--- src/rtl/fetch_prefetch_queue.sv ---
// Instruction-fetch front end: owns the fetch PC, reads imem every cycle, and queues {instr, PC+1}.
// Latency: a word fetched in cycle N is at the head in cycle N+1 if the queue was empty.
// Backpressure: stall_d holds the head; when full and not popping, fetch_pc freezes and memory is re-read.
module fetch_prefetch_queue #(
  parameter int unsigned DEPTH    = 4,
  parameter logic [31:0] RESET_PC = 32'd0
) (
  input  logic                     clk,
  input  logic                     reset,
  input  logic                     redirect,
  input  logic [31:0]              redirect_pc,
  input  logic                     stall_d,
  output logic [31:0]              imem_addr,
  input  logic [31:0]              imem_rd,
  output logic [31:0]              instr_f,
  output logic [31:0]              pc_plus_one_f,
  output logic                     instr_valid,
  output logic [$clog2(DEPTH):0]   occupancy
);

  // Pointer width indexes DEPTH entries; the count needs one extra bit to represent "full".
  localparam int unsigned AW = $clog2(DEPTH);
  localparam int unsigned CW = AW + 1;
  localparam logic [CW-1:0] FULL_CNT = CW'(DEPTH);

  // Architectural state
  logic [31:0]   fetch_pc_q, fetch_pc_d;
  logic [AW-1:0] rd_ptr_q,   rd_ptr_d;
  logic [AW-1:0] wr_ptr_q,   wr_ptr_d;
  logic [CW-1:0] count_q,    count_d;

  // Entry storage; contents are only ever observed through instr_valid, so no reset needed.
  logic [31:0] instr_mem_q [DEPTH];
  logic [31:0] ppo_mem_q   [DEPTH];

  // Per-cycle handshake decisions
  logic        full;
  logic        pop;
  logic        push;
  logic [31:0] fetch_pc_plus_one;

  // The memory is always addressed by the current fetch PC.
  assign imem_addr         = fetch_pc_q;
  assign fetch_pc_plus_one = fetch_pc_q + 32'd1;

  // Head view comes purely from registered state; an empty queue presents a nop.
  assign instr_valid   = (count_q != '0);
  assign occupancy     = count_q;
  assign instr_f       = instr_valid ? instr_mem_q[rd_ptr_q] : 32'h0;
  assign pc_plus_one_f = instr_valid ? ppo_mem_q[rd_ptr_q]   : 32'h0;

  // Decode the push/pop handshake and compute next pointers, count and fetch PC.
  always_comb begin
    full       = (count_q == FULL_CNT);
    // A redirect makes the current head wrong-path, so it is dropped rather than popped.
    pop        = instr_valid & ~stall_d & ~redirect;
    // When full, a same-cycle pop frees the slot the incoming word lands in.
    push       = ~redirect & (~full | pop);

    fetch_pc_d = fetch_pc_q;
    rd_ptr_d   = rd_ptr_q;
    wr_ptr_d   = wr_ptr_q;
    count_d    = count_q;

    if (redirect) begin
      fetch_pc_d = redirect_pc;
      rd_ptr_d   = '0;
      wr_ptr_d   = '0;
      count_d    = '0;
    end else begin
      if (pop) begin
        rd_ptr_d = rd_ptr_q + AW'(1);
      end
      if (push) begin
        wr_ptr_d   = wr_ptr_q + AW'(1);
        fetch_pc_d = fetch_pc_plus_one;
      end
      unique case ({push, pop})
        2'b10:   count_d = count_q + CW'(1);
        2'b01:   count_d = count_q - CW'(1);
        default: count_d = count_q;
      endcase
    end
  end

  // Control state register; reset wins over redirect.
  always_ff @(posedge clk) begin
    if (reset) begin
      fetch_pc_q <= RESET_PC;
      rd_ptr_q   <= '0;
      wr_ptr_q   <= '0;
      count_q    <= '0;
    end else begin
      fetch_pc_q <= fetch_pc_d;
      rd_ptr_q   <= rd_ptr_d;
      wr_ptr_q   <= wr_ptr_d;
      count_q    <= count_d;
    end
  end

  // Capture the fetched word and its PC+1 into the tail slot on push.
  always_ff @(posedge clk) begin
    if (push) begin
      instr_mem_q[wr_ptr_q] <= imem_rd;
      ppo_mem_q[wr_ptr_q]   <= fetch_pc_plus_one;
    end
  end

endmodule

--- config.mk ---
export PLATFORM = sky130hd
export DESIGN_NAME = fetch_prefetch_queue
export DESIGN_NICKNAME = d
export VERILOG_FILES = /design/src/rtl/fetch_prefetch_queue.sv
export SDC_FILE = /design/constraint.sdc
export NUM_CORES = 1
export LEC_CHECK = 0
export ABC_AREA = 1
export CORE_ASPECT_RATIO = 1.75
export CORE_MARGIN = 2
export CORE_UTILIZATION = 50
export CTS_CLUSTER_SIZE = 24
export DETAILED_ROUTE_END_ITERATION = 8
export HOLD_SLACK_MARGIN = 0.03
export PLACE_DENSITY = 0.76
export SKIP_CTS_REPAIR_TIMING = 1
export SKIP_LAST_GASP = 1
export SLEW_MARGIN = 10
export SYNTH_ARGS = -nofsm -noshare
export SYNTH_HDL_FRONTEND = slang
export SYNTH_SLANG_ARGS = --single-unit
--- constraint.sdc ---
create_clock -name clk -period 5.5 [get_ports clk]
set_input_delay 1.1 -clock clk [delete_from_list [all_inputs] [get_ports clk]]
set_output_delay 1.1 -clock clk [all_outputs]
set_load 0.05 [all_outputs]
==> flow_summary_export.csv, run 1 <==
group,metric,value,unit
floorplan,coreArea,24600,um2
placement,hpwl,18.5,mm
yosys,synth_edf_count,256,
yosys,seq_area_frac_synth,67.8,%
yosys,yosysUniqueCellTypes,31,
grt,grt_usage,22.6,%
sta,finalSetupViolCount,0,
floorplan,die_w,124,um
critical_path,reg2reg_slack,3.19,ns
yosys,synth.most_common_cell,"nor2_1",
routing,drt_iter0_markers,677,
yosys,syn_area_per_cell,10.8,um2
routing,ant_nets,0,
pwr,powerDensity,330,nW/um2
yosys,ys.warnings.count,0,
sta,finalMaxSlewViolations,0,
clock_tree,clockBufferDepth,3,
floorplan,start_util,51.0,%
yosys,yosysTopAreaCell,"edfxtp_1",
grt,grt_max_degree,75,
cells_and_area,num_antenna_cells,0,
yosys,synthTopCellsByCount,"nor2_1 (293), edfxtp_1 (256), nand2_1 (142)",
grt,gr-total-overflow,0,
grt,antenna_found_initial,0,
sta,fin_crit,4.76,ns
clock_tree,cts.sinks,297,
grt,grt_pass1_vias,9169,
sta,worstMarginPinSlew,1.15,ns
critical_path,endpoint_kind,"output port",
yosys,syn_area,12600,um2
yosys,netlist_instances,1160,
clock_tree,clock_latency,0.54,ns
critical_path,cp-start-kind,"flop",
cells_and_area,fin_nets,1382,
yosys,synth_nets,1234,
placement,globalplace.congestion,0.929,
sta,fin_ws,0.742,ns
critical_path,timing.setup.critical_path_class,"flop to output port",
min_path,whs_path_depth,2,
clock_tree,cts_buffers,26,
critical_path,r2r_end,"instr_mem_q[3][8]",
yosys,async_reset_ff_share,0,%
sta,hold_viol_final,0,
yosys,synth-seq-cells,297,
min_path,hold_class,"flop to flop",
yosys,synth_ff_type,"edfxtp_1",
critical_path,reg2reg_depth,7,
clock_tree,cts_tree,"yes",
critical_path,cp.required,4.40,ns
pwr,irDropWorstVdd,0.276,mV
floorplan,fp.dieArea,26400,um2
critical_path,cp_max_fo,56,
sta,finClkSkew,0.0102,ns
min_path,min_from,"rd_ptr_q[1]",
yosys,synth_top_area_share,61.2,%
grt,grt_first_pass_wirelength,45.6,mm
sta,relSlewSlack,23.1,%
placement,io_buffers,167,
clock_tree,htreeDepth,1,
routing,vias_per_cell,5.46,
floorplan,fp-row-count,76,
routing,avgRoutedWirePerCell,17.9,um
critical_path,worstReg2RegStart,"occupancy[2]",
sta,rsz0062_at_grt,"no",
placement,place_ws,1.33,ns
routing,dr.pass1.iters,6,
routing,dr_total_vias,8951,
job,drv_cap,0,
status,status,"completed",
floorplan,io_pins,168,
cells_and_area,drive_gt1_share,7.61,%
cells_and_area,syn2layout_area_growth,22.8,%
sta,totalNegativeSetupSlack,0,ns
sta,period_share,86.5,%
floorplan,dieHeight,214,um
critical_path,crit_arrival,3.66,ns
clock_tree,cts_root_buf,"clkbuf_16",
routing,drc_errors,0,
clock_tree,clk_pin_slew,0.06,ns
routing,drt-total-wl,29.3,mm
sta,max_freq,210,MHz
pwr,power.leakage,5.33,nW
yosys,synthTopCellsByArea,"edfxtp_1 (61%), nor2_1 (8.8%), dfxtp_1 (6.5%), o21ai_0 (5.2%), nand2_1 (4.2%)",
layout by cell type, fill, tap and decap left out, types with 2 or more instances in the layout:
cell | netlist | layout
a21oi_1 | 96 | 96
a22oi_1 | 23 | 23
a31oi_1 | 8 | 8
and2_1 | 2 | 2
buf_4 | 6 | 14
bufinv_16 | 0 | 6
clkbuf_1 | 33 | 2
clkbuf_16 | 0 | 27
clkdlybuf4s50_1 | 0 | 167
clkinv_1 | 0 | 2
clkinv_2 | 0 | 8
dfxtp_1 | 41 | 39
edfxtp_1 | 256 | 256
ha_1 | 5 | 5
inv_1 | 33 | 33
inv_2 | 6 | 5
inv_6 | 0 | 2
nand2_1 | 142 | 142
nand2_2 | 9 | 9
nand2_4 | 2 | 2
nand3_1 | 11 | 11
nand3b_1 | 7 | 7
nor2_1 | 293 | 289
nor2_2 | 4 | 4
nor2_4 | 9 | 13
o21ai_0 | 130 | 130
xnor2_1 | 5 | 5
xor2_1 | 4 | 4
xor2_2 | 7 | 7
sequential cells by signal, indices dropped and copies added (netlist names), named ones only:
register	flops
instr_mem_q	128
occupancy	3
imem_addr	32
rd_ptr_q	2
wr_ptr_q	2
ppo_mem_q	128
worst max-delay path: stages (launching register included):
cell	delay (ns)
dfxtp_4	0.72
clkinv_2	0.70
buf_4	0.50
o21ai_0	0.26
a21oi_1	0.16
clkdlybuf4s50_1	0.77
final cells by class:
cell class / instances / area [um2]
multi-input combinational: 763 / 3660
inverter: 39 / 148
timing repair buffer: 181 / 1780
fill: 1920 / 9210
sequential: 297 / 8510
tap: 312 / 390
clock buffer: 29 / 683
clock inverter: 18 / 249
per-stage QoR:
| step | hold WS [ns] | cell area [um2] | util, % | total power [mW] | std cells |
|---|---|---|---|---|---|
| 2_1_floorplan | 0.436 | 12600 | - | 2.94 | 1160 |
| 3_3_place_gp | 0.446 | 14500 | 58.8 | 3.15 | 1592 |
| 3_5_place_dp | 0.457 | 14500 | 58.8 | 3.16 | 1592 |
| 4_1_cts | 0.469 | 15400 | 62.6 | 5.11 | 1639 |
| 5_1_grt | 0.481 | 15400 | 62.6 | 5.23 | 1639 |
| 6_report | 0.470 | 15400 | 62.6 | 5.08 | 1639 |
how the worst max path moves through the flow:
stage / slack [ns] / end / startpoint
final: 0.74 / pc_plus_one_f[7] / flop
after floorplan: 0.69 / instr_mem_q[0][0] / redirect
after global placement: 1.42 / pc_plus_one_f[7] / flop
after detailed placement: 1.33 / pc_plus_one_f[7] / flop
after global routing: 0.46 / pc_plus_one_f[6] / flop
after CTS: 0.68 / pc_plus_one_f[7] / flop
power breakdown:
| part | internal, mW | switching [mW] | leakage [nW] | total (mW) |
|---|---|---|---|---|
| Sequential | 2.53 | 0.0415 | 2.72 | 2.57 |
| Combinational | 0.179 | 0.367 | 2.15 | 0.546 |
| Clock | 1.18 | 0.788 | 0.464 | 1.97 |
| Total | 3.89 | 1.20 | 5.33 | 5.08 |
kinds of logic after synthesis:
kind of cell | Yosys count | synth area share [%]
and+or+nand+nor | 481 | 15.8
AOI/OAI and AO/OA | 259 | 10.9
buffers and inverters | 100 | 3.31
other | 1 | 0.0299
adders and majority gates | 6 | 0.658
xor gates and xnor gates | 16 | 1.53
DFF | 297 | 67.8
routing by layer:
| layer | GRT usage (%) | up-vias | routed length, um |
|---|---|---|---|
| met5 | 0 | - | 0 |
| met4 | 9.95 | 0 | 1050 |
| met3 | 2.37 | 65 | 1290 |
| met2 | 41.8 | 262 | 15900 |
| met1 | 25.9 | 4346 | 11100 |
| li1 | - | 4278 | - |
Power figures use the tool's default switching activity.
==> run 2, diff against run 1 <==
Settings changed: PLACE_DENSITY 0.76 to default, PLACE_DENSITY_LB_ADDON from default to 0.2, SLEW_MARGIN 10 to 25.
==> flow_summary_export.csv, run 2 (synthesis gave the netlist of run 1 again) <==
group,metric,value,unit
grt,antenna_found_initial,0,
clock_tree,cts_buffers,26,
status,status,"completed",
sta,finClkSkew,0.0119,ns
cells_and_area,num_antenna_cells,0,
placement,globalplace.congestion,0.863,
grt,grt_usage,22.5,%
cells_and_area,fin_nets,1381,
critical_path,endpoint_kind,"output port",
critical_path,reg2reg_depth,7,
critical_path,cp-start-kind,"flop",
cells_and_area,drive_gt1_share,7.01,%
critical_path,cp_max_fo,98,
clock_tree,clockBufferDepth,3,
pwr,p_clk_share,36.3,%
placement,io_buffers,167,
grt,grt_first_pass_wirelength,45.4,mm
critical_path,cp-endpoint,"pc_plus_one_f[7]",
grt,grt_use_met2,42.5,%
clock_tree,cts.sinks,297,
pwr,irDropWorstVdd,0.218,mV
cells_and_area,stdcell_count,1639,
floorplan,io_pins,168,
floorplan,fp.dieArea,26400,um2
pwr,sw_frac_of_total,23.9,%
sta,worstMarginPinSlew,1.01,ns
cells_and_area,fillCellCount,1969,
clock_tree,cts_tree,"yes",
sta,relSlewSlack,32.5,%
grt,busiest_layer,"met2",
routing,vias_per_cell,5.42,
critical_path,timing.setup.critical_path_class,"flop to output port",
floorplan,fp-row-count,76,
clock_tree,clock_latency,0.53,ns
floorplan,start_util,51.0,%
sta,whs,0.455,ns
job,drv_cap,0,
pwr,combPwrFrac,11.2,%
sta,rsz0062_at_grt,"no",
routing,drt_iter0_markers,589,
grt,use_met3,2.21,%
grt,grt_max_degree,99,
grt,use_met1,25.2,%
routing,avgRoutedWirePerCell,17.9,um
critical_path,cp.required,4.40,ns
sta,hold_viol_final,0,
critical_path,crit_arrival,3.34,ns
cells_and_area,post-route-util,62.2,%
routing,ant_nets,0,
pwr,switchingPower,1.17,mW
pwr,intPower,3.71,mW
cells_and_area,mostFrequentLayoutCells,"nor2_1 (289), edfxtp_1 (256), clkdlybuf4s50_1 (167)",
sta,fin_crit,4.44,ns
clock_tree,cts_root_buf,"clkbuf_16",
sta,finalSetupViolCount,0,
grt,gr-total-overflow,0,
pwr,powerDensity,319,nW/um2
routing,dr.pass1.iters,5,
sta,period_share,80.7,%
floorplan,dieHeight,214,um
critical_path,r2r_end,"instr_mem_q[1][20]",
routing,drc_errors,0,
placement,dpl.cell_count,1591,
sta,max_freq,225,MHz
placement,hpwl,17.9,mm
floorplan,die_w,124,um
clock_tree,clk_pin_slew,0.07,ns
critical_path,reg2reg_slack,3.12,ns
floorplan,coreArea,24600,um2
min_path,hold_class,"flop to flop",
clock_tree,htreeDepth,1,
pwr,seq_power_share,52.5,%
pwr,power.leakage,5.27,nW
pwr,p_total,4.88,mW
cells_and_area,final_common_cell,"nor2_1",
cells_and_area,syn2layout_area_growth,22.0,%
critical_path,worstReg2RegStart,"occupancy[2]",
grt,grt_pass1_vias,9071,
routing,drt-total-wl,29.4,mm
routing,dr_total_vias,8888,
sta,totalNegativeSetupSlack,0,ns
sta,finalMaxSlewViolations,0,
run 2: how the worst min path moves through the flow:
stage           startpoint          end  cells past startpoint
2_1_floorplan  rd_ptr_q[1]         flop                      2
3_3_place_gp   rd_ptr_q[1]         flop                      2
3_5_place_dp   rd_ptr_q[1]         flop                      2
4_1_cts        rd_ptr_q[1]         flop                      2
5_1_grt        rd_ptr_q[0]  rd_ptr_q[0]                      2
6_report       rd_ptr_q[1]         flop                      2
run 2: cell type report:
| type | count | area [um2] | area share [%] |
|---|---|---|---|
| flip-flops and latches | 297 | 8510 | 55.6 |
| multi-input cells | 763 | 3660 | 23.9 |
| repair buffers | 180 | 1780 | 11.6 |
| clock buffers | 37 | 723 | 4.72 |
| well taps | 312 | 390 | 2.55 |
| inverters | 39 | 148 | 0.964 |
| clock inverters | 11 | 101 | 0.662 |
run 2: through the flow:
step | worst slack [ns] | cell area (um2)
after CTS | 1.04 | 15300
after global routing | 0.901 | 15300
after global placement | 1.60 | 14500
after detailed placement | 1.59 | 14500
after floorplan | 0.691 | 12600
final | 1.06 | 15300
run 2: metal layers:
| metal | share of wire, % | up-vias |
|---|---|---|
| met5 | 0 | - |
| met1 | 38 | 4324 |
| met3 | 3.8 | 59 |
| met4 | 3.3 | 0 |
| li1 | - | 4270 |
| met2 | 55 | 235 |
run 2: power groups by stage:
stage	combinational, mW	sequential (mW)	clock [mW]
floorplan	0.283	2.66	0
global placement	0.544	2.61	0
detailed placement	0.549	2.61	0
CTS	0.551	2.56	1.80
global route	0.585	2.57	1.88
finish	0.546	2.57	1.77
run 2: critical path, cell delays in order (launching register included):
cell,delay [ns]
dfxtp_4,0.71
clkinv_2,0.48
buf_12,0.34
o21ai_0,0.27
a21oi_1,0.13
clkdlybuf4s50_1,0.76
